--- src/rtl/counter_cmd_arbiter_if.sv ---
// Requester-side and counter-side signal bundle for counter_cmd_arbiter.
// The arbiter takes the slave modport; the requesters and the counter take the master modport.
interface counter_cmd_arbiter_if #(
  parameter int unsigned NUM_REQ   = 4,
  parameter int unsigned CNT_WIDTH = 5,
  parameter int unsigned STEP_W    = 3
);
  logic [NUM_REQ-1:0]           REQ;
  logic [2*NUM_REQ-1:0]         CMD;
  logic [CNT_WIDTH*NUM_REQ-1:0] DATA;
  logic [STEP_W*NUM_REQ-1:0]    STEPS;
  logic [NUM_REQ-1:0]           ACK;
  logic                         SAT;
  logic [2:0]                   GNT_ID;
  logic                         BUSY;
  logic [CNT_WIDTH-1:0]         IN;
  logic                         LOAD;
  logic                         UP;
  logic                         DOWN;
  logic                         FLAG_High;
  logic                         FLAG_LOW;

  modport slave (
    input  REQ, CMD, DATA, STEPS, FLAG_High, FLAG_LOW,
    output ACK, SAT, GNT_ID, BUSY, IN, LOAD, UP, DOWN
  );

  modport master (
    output REQ, CMD, DATA, STEPS, FLAG_High, FLAG_LOW,
    input  ACK, SAT, GNT_ID, BUSY, IN, LOAD, UP, DOWN
  );
endinterface

--- src/rtl/counter_cmd_arbiter.sv ---
// Round-robin arbiter that turns per-requester burst commands into single-cycle
// LOAD/UP/DOWN strobes for a shared saturating counter, stopping bursts at saturation.
module counter_cmd_arbiter #(
  parameter int unsigned NUM_REQ   = 4,
  parameter int unsigned CNT_WIDTH = 5,
  parameter int unsigned STEP_W    = 3
) (
  input logic                  CLK,
  input logic                  RST,
  counter_cmd_arbiter_if.slave bus
);

  typedef enum logic [1:0] {StIdle, StIssue, StResp} state_e;

  localparam logic [1:0]         CmdNop  = 2'b00;
  localparam logic [1:0]         CmdUp   = 2'b01;
  localparam logic [1:0]         CmdDown = 2'b10;
  localparam logic [1:0]         CmdLoad = 2'b11;
  localparam logic [NUM_REQ-1:0] ReqOne  = NUM_REQ'(1);
  localparam logic [STEP_W:0]    RemOne  = (STEP_W+1)'(1);

  state_e               state_q, state_d;
  logic [1:0]           cmd_q, cmd_d;
  logic [CNT_WIDTH-1:0] data_q, data_d;
  logic [STEP_W:0]      rem_q, rem_d;
  logic [2:0]           gnt_q, gnt_d;
  logic [2:0]           ptr_q, ptr_d;
  logic                 sat_q, sat_d;

  logic                 win_vld;
  logic [2:0]           win_idx;
  logic [31:0]          cand;
  logic [1:0]           win_cmd;
  logic [CNT_WIDTH-1:0] win_data;
  logic [STEP_W-1:0]    win_steps;
  logic                 sat_hit;

  // First set REQ bit searching upward from ptr_q+1, wrapping.
  always_comb begin
    win_vld = 1'b0;
    win_idx = '0;
    cand    = '0;
    for (int unsigned i = 1; i <= NUM_REQ; i++) begin
      cand = (32'(ptr_q) + i) % NUM_REQ;
      if (!win_vld && ((bus.REQ & (ReqOne << cand)) != '0)) begin
        win_vld = 1'b1;
        win_idx = 3'(cand);
      end
    end
  end

  assign win_cmd   = 2'(bus.CMD >> (32'(win_idx) * 2));
  assign win_data  = CNT_WIDTH'(bus.DATA >> (32'(win_idx) * CNT_WIDTH));
  assign win_steps = STEP_W'(bus.STEPS >> (32'(win_idx) * STEP_W));

  // Flags reflect the counter after the previous strobe, so they gate this cycle's strobe.
  assign sat_hit = ((cmd_q == CmdUp) && bus.FLAG_High) || ((cmd_q == CmdDown) && bus.FLAG_LOW);

  always_comb begin
    state_d = state_q;
    cmd_d   = cmd_q;
    data_d  = data_q;
    rem_d   = rem_q;
    gnt_d   = gnt_q;
    ptr_d   = ptr_q;
    sat_d   = sat_q;
    unique case (state_q)
      StIdle: begin
        if (win_vld) begin
          gnt_d   = win_idx;
          cmd_d   = win_cmd;
          data_d  = (win_cmd == CmdLoad) ? win_data : data_q;
          rem_d   = (win_cmd == CmdLoad) ? RemOne : {1'b0, win_steps} + RemOne;
          state_d = (win_cmd == CmdNop) ? StResp : StIssue;
        end
      end
      StIssue: begin
        if (sat_hit) begin
          sat_d   = 1'b1;
          state_d = StResp;
        end else begin
          rem_d = rem_q - RemOne;
          if (rem_q == RemOne) state_d = StResp;
        end
      end
      StResp: begin
        ptr_d   = gnt_q;
        sat_d   = 1'b0;
        state_d = StIdle;
      end
      default: state_d = StIdle;
    endcase
  end

  always_ff @(posedge CLK or negedge RST) begin
    if (!RST) begin
      state_q <= StIdle;
      cmd_q   <= CmdNop;
      data_q  <= '0;
      rem_q   <= '0;
      gnt_q   <= '0;
      ptr_q   <= 3'(NUM_REQ - 1);
      sat_q   <= 1'b0;
    end else begin
      state_q <= state_d;
      cmd_q   <= cmd_d;
      data_q  <= data_d;
      rem_q   <= rem_d;
      gnt_q   <= gnt_d;
      ptr_q   <= ptr_d;
      sat_q   <= sat_d;
    end
  end

  assign bus.LOAD   = (state_q == StIssue) && (cmd_q == CmdLoad);
  assign bus.UP     = (state_q == StIssue) && (cmd_q == CmdUp) && !bus.FLAG_High;
  assign bus.DOWN   = (state_q == StIssue) && (cmd_q == CmdDown) && !bus.FLAG_LOW;
  assign bus.IN     = data_q;
  assign bus.ACK    = (state_q == StResp) ? (ReqOne << gnt_q) : '0;
  assign bus.SAT    = sat_q;
  assign bus.BUSY   = (state_q != StIdle);
  assign bus.GNT_ID = gnt_q;

endmodule

--- src/flat_wrapper.sv ---
// flat-port wrapper written by rule: the top's interface ports become plain ports
module counter_cmd_arbiter_flat 
#(
  parameter int unsigned NUM_REQ   = 4,
  parameter int unsigned CNT_WIDTH = 5,
  parameter int unsigned STEP_W    = 3
)
  (CLK, RST, bus_REQ, bus_CMD, bus_DATA, bus_STEPS, bus_FLAG_High, bus_FLAG_LOW, bus_ACK, bus_SAT, bus_GNT_ID, bus_BUSY, bus_IN, bus_LOAD, bus_UP, bus_DOWN);
  counter_cmd_arbiter_if #(.NUM_REQ(NUM_REQ), .CNT_WIDTH(CNT_WIDTH), .STEP_W(STEP_W)) bus_i ();
  input logic CLK;
  input logic RST;
  input wire logic [$bits(bus_i.REQ)-1:0] bus_REQ;
  input wire logic [$bits(bus_i.CMD)-1:0] bus_CMD;
  input wire logic [$bits(bus_i.DATA)-1:0] bus_DATA;
  input wire logic [$bits(bus_i.STEPS)-1:0] bus_STEPS;
  input wire logic [$bits(bus_i.FLAG_High)-1:0] bus_FLAG_High;
  input wire logic [$bits(bus_i.FLAG_LOW)-1:0] bus_FLAG_LOW;
  output wire logic [$bits(bus_i.ACK)-1:0] bus_ACK;
  output wire logic [$bits(bus_i.SAT)-1:0] bus_SAT;
  output wire logic [$bits(bus_i.GNT_ID)-1:0] bus_GNT_ID;
  output wire logic [$bits(bus_i.BUSY)-1:0] bus_BUSY;
  output wire logic [$bits(bus_i.IN)-1:0] bus_IN;
  output wire logic [$bits(bus_i.LOAD)-1:0] bus_LOAD;
  output wire logic [$bits(bus_i.UP)-1:0] bus_UP;
  output wire logic [$bits(bus_i.DOWN)-1:0] bus_DOWN;
  assign bus_i.REQ = bus_REQ;
  assign bus_i.CMD = bus_CMD;
  assign bus_i.DATA = bus_DATA;
  assign bus_i.STEPS = bus_STEPS;
  assign bus_i.FLAG_High = bus_FLAG_High;
  assign bus_i.FLAG_LOW = bus_FLAG_LOW;
  assign bus_ACK = bus_i.ACK;
  assign bus_SAT = bus_i.SAT;
  assign bus_GNT_ID = bus_i.GNT_ID;
  assign bus_BUSY = bus_i.BUSY;
  assign bus_IN = bus_i.IN;
  assign bus_LOAD = bus_i.LOAD;
  assign bus_UP = bus_i.UP;
  assign bus_DOWN = bus_i.DOWN;
  counter_cmd_arbiter #(.NUM_REQ(NUM_REQ), .CNT_WIDTH(CNT_WIDTH), .STEP_W(STEP_W)) u_core (.CLK(CLK), .RST(RST), .bus(bus_i));
endmodule
--- config.mk ---
export PLATFORM = sky130hd
export DESIGN_NAME = counter_cmd_arbiter_flat
export DESIGN_NICKNAME = d
export VERILOG_FILES = /design/src/rtl/counter_cmd_arbiter_if.sv /design/src/rtl/counter_cmd_arbiter.sv /design/src/flat_wrapper.sv
export SDC_FILE = /design/constraint.sdc
export NUM_CORES = 1
export LEC_CHECK = 0
export BUFFER_PORTS_ARGS = -buffer_cell sky130_fd_sc_hd__buf_2
export CORE_ASPECT_RATIO = 0.8
export CORE_MARGIN = 2
export CORE_UTILIZATION = 40
export DETAILED_ROUTE_END_ITERATION = 12
export PLACE_DENSITY = 0.78
export SLEW_MARGIN = 20
export SYNTH_ARGS = -nofsm -noshare
export SYNTH_HDL_FRONTEND = slang
export SYNTH_SLANG_ARGS = --single-unit
--- constraint.sdc ---
create_clock -name CLK -period 2.9 [get_ports CLK]
set_input_delay 0.29 -clock CLK [delete_from_list [all_inputs] [get_ports CLK]]
set_output_delay 0.29 -clock CLK [all_outputs]
set_load 0.05 [all_outputs]
## After elaboration in Yosys (flattened, before gate mapping)

Index checks and enable logic that the tools add are counted.

| storage, ports and cells | value |
|---|---|
| register bits after elaboration | 19 |
| output and inout port bits | 17 |
| word-level logic and storage cells | 88 |

| cells by class | value |
|---|---|
| add/sub/neg operators | 6 |
| $mul | 2 |
| eq/ne operators | 11 |
| shift-type cells | 8 |
| muxes and demuxes | 20 |
| bitwise operators | 4 |
| reductions and logical operators | 30 |

Operators by type and width:

| operator | number |
|---|---|
| 20-bit by 6-bit >> shifter with 5-bit output | 1 |
| 4-bit AND | 4 |
| 4-bit two-way mux | 4 |
| 4-bit nonzero test | 4 |
| 1-bit by 2-bit left shift with 4-bit output (first input constant) | 4 |
| 12-bit by 5-bit >> shifter with 3-bit output | 1 |
| 1-bit logical AND | 10 |
| 2-bit two-way mux | 5 |
| 3-bit two-way mux | 3 |
| 2-bit equality test (second input constant) | 4 |
| 4-bit case mux with 2 select lines | 1 |
| 8-bit by 4-bit >> shifter with 2-bit output | 1 |
| 3-bit by 3-bit multiplier with 6-bit output (second input constant) | 1 |
| 2-bit AND reduction | 3 |
| 3-bit AND reduction | 2 |
| 2-bit nonzero test | 3 |
| 1-bit logical NOT | 5 |
| 3-bit by 2-bit multiplier with 5-bit output (second input constant) | 1 |
| 1-bit two-way mux | 5 |
| 2-bit by 1-bit adder with 2-bit output (second input constant) | 2 |
| 2-bit adder (second input constant) | 2 |
| 3-bit by 1-bit adder with 4-bit output (second input constant) | 1 |
| 2-bit by 1-bit equality test with 1-bit output (second input constant) | 2 |
| 4-bit by 1-bit equality test with 1-bit output (second input constant) | 1 |
| other kinds (9) | 11 |

## Logic depth before layout (Yosys ltp)

| logic depth | value |
|---|---|
| word-level depth | 20 |
| gate-level depth with buffers | 13 |
| gate-level depth less buffers | 12 |

## Worst setup path before layout

No wires, ideal clock.

| timing path | value |
|---|---|
| path kind | reg-to-reg |
| start point | register u_core.ptr_q[0] |
| end point | register u_core.rem_q[2] |
| setup time | 0.120 ns |
| data arrival time | 2.991 ns |
| required time | 2.780 ns |
| path slack | -0.211 ns |
| stages on the path, launching flop included | 14 |
| path buffers | 2 |
| clock period less this slack | 3.111 ns |
| cells stage by stage | dfstp_2 > inv_1 > ha_1 > a22o_1 > a221o_1 > o31ai_1 > a32o_1 > buf_6 > buf_2 > mux2i_1 > o21ai_0 > ha_1 > xor2_1 > a31o_2 |

| on the way | value |
|---|---|
| cells in the longest elaborated chain, start to end | 20 |

RTL lines:

| item | RTL line | RTL |
|---|---|---|
| start: declaration | counter_cmd_arbiter.sv:27 | `logic [2:0] ptr_q, ptr_d;` |
| start signal: assignment | counter_cmd_arbiter.sv:102 | `ptr_q <= 3'(NUM_REQ - 1);` |
| start signal: assignment | counter_cmd_arbiter.sv:110 | `ptr_q <= ptr_d;` |
| 2-bit by 1-bit adder with 2-bit output | counter_cmd_arbiter.sv:44 | `cand = (32'(ptr_q) + i) % NUM_REQ;` |
| 1-bit by 2-bit left shift with 4-bit output | counter_cmd_arbiter.sv:45 | `if (!win_vld && ((bus.REQ & (ReqOne << cand)) != '0)) begin` |
| 4-bit AND | counter_cmd_arbiter.sv:45 |  |
| 4-bit nonzero test | counter_cmd_arbiter.sv:45 |  |
| 1-bit two-way mux | counter_cmd_arbiter.sv:45 |  |
| 1-bit logical NOT | counter_cmd_arbiter.sv:45 |  |
| 1-bit logical AND | counter_cmd_arbiter.sv:45 |  |
| 1-bit two-way mux | counter_cmd_arbiter.sv:45 |  |
| (+4 left out) | -- |  |
| 1-bit logical AND | counter_cmd_arbiter.sv:45 |  |
| 3-bit two-way mux | counter_cmd_arbiter.sv:45 |  |
| 3-bit by 2-bit multiplier with 5-bit output | counter_cmd_arbiter.sv:54 | `assign win_steps = STEP_W'(bus.STEPS >> (32'(win_idx) * STEP_W));` |
| 12-bit by 5-bit >> shifter with 3-bit output | counter_cmd_arbiter.sv:54 |  |
| 3-bit by 1-bit adder with 4-bit output | counter_cmd_arbiter.sv:73 | `rem_d = (win_cmd == CmdLoad) ? RemOne : {1'b0, win_steps} + RemOne;` |
| 4-bit two-way mux | counter_cmd_arbiter.sv:73 |  |
| 4-bit two-way mux | counter_cmd_arbiter.sv:69 | `if (win_vld) begin` |
| 4-bit case mux with 2 select lines | counter_cmd_arbiter.sv:67 | `unique case (state_q)` |
| end signal: assignment | counter_cmd_arbiter.sv:108 | `rem_q <= rem_d;` |
| end: declaration | counter_cmd_arbiter.sv:25 | `logic [STEP_W:0] rem_q, rem_d;` |

Parallel ways exist; a longest one is shown, timed or not. The select of a mux whose other input is x is not followed.
A chain may end at the register's enable or synchronous reset.

## Final worst setup path

| timing path | value |
|---|---|
| start point | register u_core.ptr_q[0] |
| end point | register u_core.rem_q[3] |

Same word-level chain as after synthesis.

==> flow_summary.toml <==
[die]
coreArea_um2 = 3447
die_area_um2 = 4096
initial_utilization = 0.4174
die_x_um = 71.06
die_y_um = 57.65
ios = 65
num_rows = 19

[global_route]
antenna_found_initial = 0
grt_pass1_wl_mm = 5.968
gr-total-overflow = 0
grt_use_total = 0.1854
grt_max_degree = 19
grt_pass1_vias = 1367

[power]
p_leak_nw = 1.007
p_per_area_nw_per_um2 = 1518
irDropWorstVdd_mv = 0.8436

[sta]
hold_ws_ns = 0.4185
fin_skew_ns = 0.004297
max_freq_mhz = 324.4
setup_viol = 13
final_max_slew_viol_count = 0
finalCritPeriodShare = 1.063
setup_ws_ns = -0.1823
hold_viol = 0
grt_setup_unrepaired = "true"
period_needed_ns = 3.082

[route]
ant_nets = 0
drc = 0
drtIter0Drc = 43
dr.pass1.iters = 4
wl_per_cell_um = 13.72
via_count = 1460
routed_wl_mm = 3.760
vias_per_cell = 5.328

[run_status]
status = "complete, but fails checks"
violations = "negative setup slack"

[layout]
antenna_cells = 0
design_area_um2 = 2062
fill_cells = 301
drive_gt1_frac = 0.5216
final_nets = 289
final_cells = 274
syn_to_final_growth_pct = 43.30

[place]
port_buffers = 63
dp_hpwl_mm = 2.914
placed_cells = 268
placed_area_um2 = 1928
gp_congestion = 0.8376

[clock_network]
clk_path_buf_depth = 2
cts_made_buffers = 3
cts_tree = "yes"
clkLatencyLatePin_ns = 0.26
path_clk_slew_ns = 0.07
cts_root_buf = "clkbuf_8"
cts.htree.levels = 1
cts_sinks = 18

[synthesis]
ys_seq_area_frac = 0.3148
ys_warn_count = 0
syn_avg_cell_area_um2 = 9.466
synth_compound_area_frac = 0.2052
synth_edf_count = 0
synth_area_um2 = 1439
synth.distinct_cells = 44
synth_fp_nets = 208
synth_ff_type = "dfrtp_1"
synth-xor-area-share = 0.006087
synth_top_cell_by_area = "dfrtp_1"
ys_seq_elements = 18
synth_top_family_by_area = "multiplexers"
syn-instance-count = 152
synth.area.top_cells = "dfrtp_1 28%, mux2i_1 8.3%, mux2_2 7.8%"
synth-simple-area-share = 0.1557
yosys.area.top_type_share = 0.2783
muxShareOfSynthArea = 0.2087
async_flop_share = 1.000
synth_adder_area_share = 0.06957

[worst_setup_path]
cp_max_fo = 5
required_ns = 3.10
start_kind = "flip-flop"
worstPathArrival_ns = 3.28
path_class = "flip-flop to flip-flop"
worstSetupEndpointType = "flip-flop"

[min_path]
worstHoldPathType = "primary input to flip-flop"

[job]
cap_violations = 0
critical path: stages (launching register included):
cell,delay (ns)
dfstp_2,0.57
inv_4,0.06
ha_4,0.16
a22o_1,0.22
a221o_1,0.29
o31ai_1,0.33
a32o_2,0.24
buf_6,0.12
mux4_2,0.58
nand2_2,0.12
and3_4,0.19
a31o_1,0.14
layout by cell type (no fill, tap or decap), types with 3 or more instances in the layout:
cell / synthesis / routed
dfrtp_1: 16 / 16
a22o_1: 4 / 4
buf_4: 1 / 14
ha_2: 0 / 3
mux2_2: 10 / 8
ha_1: 8 / 4
inv_1: 7 / 5
o21ai_0: 15 / 12
nor2_1: 13 / 12
buf_2: 1 / 63
clkbuf_8: 0 / 4
o21ai_1: 1 / 3
mux4_2: 3 / 3
nand2_1: 14 / 14
a21oi_1: 7 / 7
mux2i_1: 12 / 12
state kept, by name (all words and copies together), names as in the netlist:
signal / cells
u_core.state_q: 2
u_core.rem_q: 4
u_core.bus.GNT_ID: 2
u_core.cmd_q: 2
u_core.bus.IN: 5
u_core.bus.SAT: 1
u_core.ptr_q: 2
layer usage:
layer | vias to the layer above | global-route usage | share of wire
li1 | 730 | - | -
met2 | 55 | 0.3111 | 0.48
met4 | 0 | 0.05930 | 0.0096
met5 | - | 0 | 0
met3 | 4 | 0.05913 | 0.074
met1 | 671 | 0.2300 | 0.44
cell families (layout without fill, tap and decap cells):
family          count (synthesis)  count (layout)
simple gates                   45              45
compound gates                 43              43
mux                            25              25
flops                          18              18
buf+inv                        11              91
fa+ha+maj                       8               8
other cells                     1               1
xor+xnor                        1               1
worst paths after layout:
path                       cells after the start  slack, ns                      endpoint                    startpoint
setup / recovery                              11      -0.18   u_core.rem_q[3]$_DFFE_PN0P_   u_core.ptr_q[0]$_DFFE_PN1P_
hold / removal                                 4       0.42  u_core.bus.IN[0]$_DFFE_PN0P_                   bus_DATA[5]
setup reg to reg                              11      -0.18   u_core.rem_q[3]$_DFFE_PN0P_   u_core.ptr_q[0]$_DFFE_PN1P_
hold reg to reg                                2       0.48  u_core.bus.IN[3]$_DFFE_PN0P_  u_core.bus.IN[3]$_DFFE_PN0P_
max in group asynchronous                      2       2.10   u_core.ptr_q[1]$_DFFE_PN1P_                           RST
min in group asynchronous                      2       0.48   u_core.cmd_q[0]$_DFFE_PN0P_                           RST
cells in the mapped netlist, drive strengths merged (4+ instances only):
cell type / count
o21ai: 16
nand2: 15
ha: 8
inv: 7
a22o: 4
mux2i: 12
dfrtp: 16
nor2: 13
mux2: 10
a21oi: 7
power by group:
part	total [W]	internal [W]	switching (W)
combinational	0.00241	0.00112	0.00129
sequential	0.000507	0.000391	0.000116
clock	0.000208	0.000121	0.0000874
metrics by stage:
stage	setup WS (ns)	utilization	power, W	setup TNS [ns]
after floorplan	-0.01420	-	0.002171	-0.01420
after global placement	-0.004136	0.5593	0.002701	-0.004136
after detailed placement	-0.08556	0.5593	0.002752	-0.2332
after CTS	-0.007564	0.5837	0.002994	-0.01327
after global routing	-0.2615	0.5982	0.003374	-2.429
final	-0.1823	0.5982	0.003129	-1.226
cell type report:
type / instances / area (µm²) / area share
multi-input combinational: 123 / 1020 / 0.4945
inverter: 7 / 28.78 / 0.01396
clock buffer: 4 / 55.05 / 0.02670
sequential: 18 / 452.9 / 0.2197
timing repair buffer: 80 / 452.9 / 0.2197
tap: 42 / 52.55 / 0.02549
repair_timing:
item	4_1_cts	5_1_grt
resized for setup	5	11
pin swaps	1	8
buffers inserted	0	2
endpoints found under the hold margin	16	0
hold buffers	1	0
setup endpoints to repair	9	13
Note: power is estimated with default switching activity, not from simulation.
